==> config.mk <==
export PLATFORM = sky130hd
export DESIGN_NAME = debounce_edge
export DESIGN_NICKNAME = d
export VERILOG_FILES = /design/src/rtl/debounce_edge_pkg.sv /design/src/rtl/debounce_edge_sync_ff.sv /design/src/rtl/debounce_edge.sv
export SDC_FILE = /design/constraint.sdc
export NUM_CORES = 1
export LEC_CHECK = 0
export CORE_AREA = 2 2 39 41
export CTS_CLUSTER_DIAMETER = 150
export DETAILED_ROUTE_END_ITERATION = 10
export DIE_AREA = 0 0 41 43
export PLACE_DENSITY_LB_ADDON = 0.08
export SKIP_CTS_REPAIR_TIMING = 1
export SLEW_MARGIN = 5
export SYNTH_ARGS = -nofsm -noshare
export SYNTH_HDL_FRONTEND = slang
export SYNTH_SLANG_ARGS = --single-unit
==> constraint.sdc <==
create_clock -name clk -period 3.2 [get_ports clk]
set_input_delay 0.64 -clock clk [delete_from_list [all_inputs] [get_ports clk]]
set_output_delay 0.64 -clock clk [all_outputs]
set_load 0.02 [all_outputs]
==> src/rtl/debounce_edge_pkg.sv <==
// debounce_edge_pkg: shared FSM encodings and constant helpers for the debouncer
package debounce_edge_pkg;
  typedef enum logic [1:0] {
    LOW     = 2'd0,
    WAIT_HI = 2'd1,
    HIGH    = 2'd2,
    WAIT_LO = 2'd3
  } state_t;
  function automatic int clog2(input int v);
    int r;
    r = 0;
    while ((1 << r) < v) r++;
    return r;
  endfunction
endpackage

==> src/rtl/debounce_edge_sync_ff.sv <==
// sync_ff: shift-register synchronizer with synchronous reset to 0
module sync_ff #(
  parameter int STAGES = 2
) (
  input  logic clk,
  input  logic reset,
  input  logic d,
  output logic q
);
  logic [STAGES-1:0] r;
  // shift the raw input through the chain; reset empties it
  always_ff @(posedge clk)
    r <= reset ? '0 : {r[STAGES-2:0], d};
  assign q = r[STAGES-1];
endmodule

==> src/rtl/debounce_edge.sv <==
// debounce_edge: debounced level with rise/fall strobes and a wrapping rise counter
module debounce_edge
  import debounce_edge_pkg::*;
#(
  parameter int SYNC_STAGES   = 2,
  parameter int STABLE_CYCLES = 4,
  parameter int CNT_W         = 8
) (
  input  logic             clk,
  input  logic             reset,
  input  logic             in,
  output logic             out,
  output logic             rise,
  output logic             fall,
  output logic [CNT_W-1:0] rise_count
);
  localparam int CW = clog2(STABLE_CYCLES);
  localparam logic [CW-1:0] LAST = CW'(STABLE_CYCLES - 1);
  state_t state, state_n;
  logic [CW-1:0] cnt, cnt_n;
  logic s, last, rise_n, fall_n;
  sync_ff #(.STAGES(SYNC_STAGES)) u_sync (
    .clk   (clk),
    .reset (reset),
    .d     (in),
    .q     (s)
  );
  assign last = cnt == LAST;
  // state, qualification counter and all registered outputs
  always_ff @(posedge clk) begin
    if (reset) begin
      state      <= LOW;
      cnt        <= '0;
      out        <= 1'b0;
      rise       <= 1'b0;
      fall       <= 1'b0;
      rise_count <= '0;
    end else begin
      state      <= state_n;
      cnt        <= cnt_n;
      out        <= rise_n | (out & ~fall_n);
      rise       <= rise_n;
      fall       <= fall_n;
      rise_count <= rise_count + CNT_W'(rise_n);
    end
  end
  // any opposing sample drops back and restarts qualification from zero
  always_comb begin
    state_n = state;
    cnt_n   = '0;
    case (state)
      LOW:     if (s) begin state_n = WAIT_HI; cnt_n = CW'(1); end
      WAIT_HI: if (!s) state_n = LOW; else if (last) state_n = HIGH; else cnt_n = cnt + 1'b1;
      HIGH:    if (!s) begin state_n = WAIT_LO; cnt_n = CW'(1); end
      WAIT_LO: if (s) state_n = HIGH; else if (last) state_n = LOW; else cnt_n = cnt + 1'b1;
    endcase
  end
  // a strobe fires only on the sample that completes a qualification run
  always_comb begin
    rise_n = state == WAIT_HI && s && last;
    fall_n = state == WAIT_LO && !s && last;
  end
endmodule
# Yosys cells after proc, flatten, opt, wreduce, memory -nomap -nowiden
# Index checks and enable logic that the tools add are counted.
[totals] out_inout_bits=11 input_bits=3 wordCells=40 ff_bits=17
[op_classes] reduce_logical=7 n_bitwise=3 muxes=13 n_addsub=2 eq_ne=8
[ops] op="$mux W2" n=9
[ops] op="$pmux W2 S4" n=2
[ops] op="$add A8 B1 Y8" n=1
[ops] op="$eq A2 B2 Y1 const B" n=3
[ops] op="$logic_and A1 B1 Y1" n=4
[ops] op="$reduce_and A4 Y1" n=1
[ops] op="$ne A3 B2 Y1 const B" n=1
[ops] op="$ne A3 B3 Y1 const B" n=1
[ops] op="$add A2 B1 Y2 const B" n=1
[ops] op="$eq A2 B1 Y1 const B" n=1
[ops] op="$logic_not A2 Y1" n=1
[ops] op="$mux W1" n=2
[ops] op="$ne A2 B1 Y1 const B" n=1
[ops] op="$ne A2 B2 Y1 const B" n=1
[ops] op="$and A1 B1 Y1" n=1
[ops] op="$logic_not A1 Y1" n=1
[ops] op="$not A1 Y1" n=1
[ops] op="$or A1 B1 Y1" n=1

# Depth between registers and ports, before layout
[logic_depth] word_depth=6 depth_mapped=7 mapped_depth_nobuf=7

# Hierarchy
# From an unflattened synthesis, not the netlist that was laid out.
[hier_totals] cells_unflattened=65 hier_area_um2=635.6
[modules_own_cells] module="debounce_edge" area_each_um2=583.1 cells_per_inst=61 seq_area_each_um2=300.3 n_inst=1
[modules_own_cells] module="sync_ff" area_each_um2=52.6 cells_per_inst=4 seq_area_each_um2=40.0 n_inst=1

# Worst setup path before layout
# OpenSTA, ideal clock, no wires.
[synth_path] path_type="reg2reg" start="register cnt[0]" end="register rise_count[6]" arrival_time_ps=1627 required_ps=3129 stages_incl_launch_ff=8 path_buffers=0 setup_time_ps=71 synth_period_minus_slack_ps=1697 setup_slack_ps=1503 cell_sequence="dfxtp_1 -> ha_1 -> and3_1 -> ha_1 -> ha_1 -> inv_1 -> or3_1 -> a21oi_1"
[synth_between] elab_chain_len=3
[synth_rtl] item="start, declared" line="debounce_edge.sv:20" rtl="logic [CW-1:0] cnt, cnt_n;"
[synth_rtl] item="start signal, assigned" line="debounce_edge.sv:40" rtl="cnt <= cnt_n;"
[synth_rtl] item="$eq A2 B2 Y1" line="debounce_edge.sv:28" rtl="assign last = cnt == LAST;"
[synth_rtl] item="$logic_and A1 B1 Y1" line="debounce_edge.sv:60" rtl="rise_n = state == WAIT_HI && s && last;"
[synth_rtl] item="net rise_n" line="debounce_edge.sv:21" rtl="logic s, last, rise_n, fall_n;"
[synth_rtl] item="$add A8 B1 Y8" line="debounce_edge.sv:44" rtl="rise_count <= rise_count + CNT_W'(rise_n);"
[synth_rtl] item="end signal, assigned" line="debounce_edge.sv:44"
[synth_rtl] item="end, declared" line="debounce_edge.sv:15" rtl="output logic [CNT_W-1:0] rise_count"
# The timed path passes the listed nets, and every way through them passes these cells.
# A chain may end at the register's enable or synchronous reset.

# Worst setup path in the final report
[layout_path] start="register rise_count[2]" end="output port rise_count[2]"
# No word-level cell between the ends.

==> metrics <==
routed length per placed instance=~11 um; number of buffers between clock root and the deepest sink=2; Placer Congestion=between 0.7 and 0.8; maximum number of pins on one net before global-route repair=16; number of buffers inserted during clock tree synthesis=3; Boundary Pins=14; xor and xnor fraction of the mapped netlist area=~4%; share of total power consumed by net switching=20.6%; share of power burned in combinational logic=under 10%; via density per instance=a little over 5; highest attainable clock frequency=between 0.4 and 0.5 GHz; crit share post-route=a little over three fifths; Max transition margin=65.7%; clock share of power=between 30 and 40%; ANT nets after route=0; cell internal power dissipation=265 uW; final non-filler cell total=98; IR Drop Worst-Case VDD=roughly 0.28 mV; first-pass GRT wire length=approximately 1.8 mm; share of synthesized cell area in full adder, half adder and majority cells=under 10%; number of design-rule violations left by the first detailed-router iteration=5; register area share after synthesis=52.6%; area grow syn2layout=26.7%; Final TNS setup=0 ns; setup repair after global routing missed its margin=false; hpwl dp=about 830 um; endpoints failing hold=0; starting utilization of the core area=46.7%; DIE WIDTH=between 40 and 50 um; EDFF count, synth=0; share of cells above drive strength 1=about 4.9%; number of placement rows=14; master of the slowest instance on the critical path=sky130_fd_sc_hd__clkdlybuf4s50_1; number of synthesized register bits=17; total of warnings raised by yosys=0; post-synthesis mux area share=0%; CTS tree=yes; leakage power figure=0.319 nW; final standard cell area without fillers=820 um^2; top area cells in the synthesized netlist=sky130_fd_sc_hd__dfxtp_1, sky130_fd_sc_hd__ha_1, sky130_fd_sc_hd__nor2b_1, sky130_fd_sc_hd__nand3_1, sky130_fd_sc_hd__a21oi_1; post-synthesis instance area=about 650 um^2; cell area after placement=793 um^2; overall routing resource usage=15.5%; clock root buffer master=sky130_fd_sc_hd__clkbuf_4; commonest cells in the synthesized netlist=sky130_fd_sc_hd__dfxtp_1, sky130_fd_sc_hd__nor2b_1, sky130_fd_sc_hd__nand3_1, sky130_fd_sc_hd__nor2_1; nets in the synthesized netlist=73; CP Max Fanout=6; # DRC=0; path type of the worst setup path=flop to output port; Layout Utilization=59.2%; initial antenna violation count=0; most numerous cell in the Yosys netlist=sky130_fd_sc_hd__dfxtp_1; buffers and inverters on the worst path=1; 1st-pass router iterations=2; result of the run=completed; PD cells=just over 400 nW/um^2; clock tree sinks=17; largest family of logic cells by synthesized area=simple AND/OR/NAND/NOR gates; Clock H-tree levels=1; arrival time at the worst endpoint=1.38 ns; post-synth cell types=20; aggregate global routing overflow=0; post-synthesis cell type with the largest combined area=sky130_fd_sc_hd__dfxtp_1; sequential power share=about 64%; endpoint kind of the worst setup timing path=output port; top-area cell type share of the netlist area=a little over half; Async SR Flop Fraction=0%; Pwr Total=between 300 and 400 uW; final-report setup violation count=0; height of the chip=about 43 um; die footprint=~1800 um^2; instance count after placement with tap cells included=between 90 and 100; detailed-route via count=around 510; highest cell delay on the worst timing path=between 0.6 and 0.7 ns; NetSw=between 60 and 70 uW; dominant synthesized flop cell=sky130_fd_sc_hd__dfxtp_1; list of cells traversed by the critical path=clkdlybuf4s50_1; Slew Viols, Final=0; share of synthesized cell area in and, or, nand and nor gates=approximately 24%; Final Critical Period=between 2 and 2.5 ns; worst skew pair latency=roughly 0.28 ns; slew at the pin with the worst max-slew slack=approximately 0.5 ns; Worst Hold Class=flop to flop; launching element type of the critical path=flop; core area=1380 um^2; worst clock skew=approximately 0.00078 ns; share of the synthesized area in compound gates (AO/OA/AOI/OAI)=between 10% and 20%; average cell area after synthesis=just under 10 um^2; Port Buffers=13; via count of the first global-routing pass=between 400 and 500; Routed Wire Length=around 1.1 mm; clock transition time at the flip-flop clock pins of the worst setup and hold paths=0.09 ns; required time at the endpoint of the critical path=2.56 ns; dominant delay contributor by cell family on the critical path=buffers and inverters; gate count of the mapped netlist=between 60 and 70; Antenna diodes=0; max-capacitance violation count=0; number of nets in the layout=90
power by group through the flow:
stage	sequential (mW)	combinational [mW]	clock (mW)
after floorplan	0.219	0.00406	0
after global placement	0.219	0.00785	0
after detailed placement	0.220	0.00807	0
after CTS	0.215	0.00804	0.116
after global routing	0.215	0.00913	0.123
final	0.215	0.00786	0.112
registers in the layout, indices dropped and copies added (netlist names), named ones only:
signal	flops
cnt	2
out	1
rise	1
u_sync.r	2
fall	1
state	1
rise_count	8
layout make-up:
type,instances,area [um^2]
Clock buffer,4,26.3
Fill cell,145,564
Inverter,1,3.75
Multi-Input combinational cell,47,299
Sequential cell,17,340
Tap cell,16,20.0
Timing Repair Buffer,13,130
logic make-up after synthesis:
logic type | count (synthesis)
adder cells (fa/ha/maj) | 4
AND/OR/NAND/NOR | 29
buffers and inverters | 2
flip-flops | 17
XOR/XNOR | 3
AO/OA/AOI/OAI | 11
worst paths after layout:
check	slack (ns)	from	cells after the start	end
worst min register to register	0.46	u_sync.r[0]$_SDFF_PP0_	1	u_sync.r[1]$_SDFF_PP0_
worst max register to register	1.30	cnt[0]$_SDFF_PP0_	7	rise_count[6]$_SDFF_PP0_
worst min-delay path	0.46	u_sync.r[0]$_SDFF_PP0_	1	u_sync.r[1]$_SDFF_PP0_
worst max-delay path	1.18	rise_count[2]$_SDFF_PP0_	1	rise_count[2]
layout by cell type (no fill, tap or decap), drive strengths merged, types with 2 or more instances in the layout:
cell / synthesis / layout
nor2: 5 / 5
clkdlybuf4s50: 0 / 13
a21oi: 4 / 4
ha: 4 / 4
dfxtp: 17 / 17
and3: 3 / 3
or3: 3 / 3
clkbuf: 1 / 4
nor2b: 7 / 7
o21ai: 3 / 3
nand3: 5 / 5
nand2: 4 / 4
xor2: 2 / 2
routing by layer:
| layer | global-route usage (%) | vias up | share of wire [%] |
|---|---|---|---|
| met2 | 23.1 | 10 | 52 |
| met4 | 10.0 | 0 | 0.81 |
| met1 | 18.1 | 231 | 43 |
| met3 | 4.71 | 2 | 4.5 |
| met5 | 0 | - | 0 |
| li1 | - | 262 | - |
through the flow:
stage               setup slack, ns  hold slack (ns)
floorplan                      1.50            0.414
global placement               1.32            0.426
detailed placement             1.27            0.444
CTS                            1.17            0.462
global route                   1.12            0.475
finish                         1.18            0.457
(Power assumes the default switching activity.)
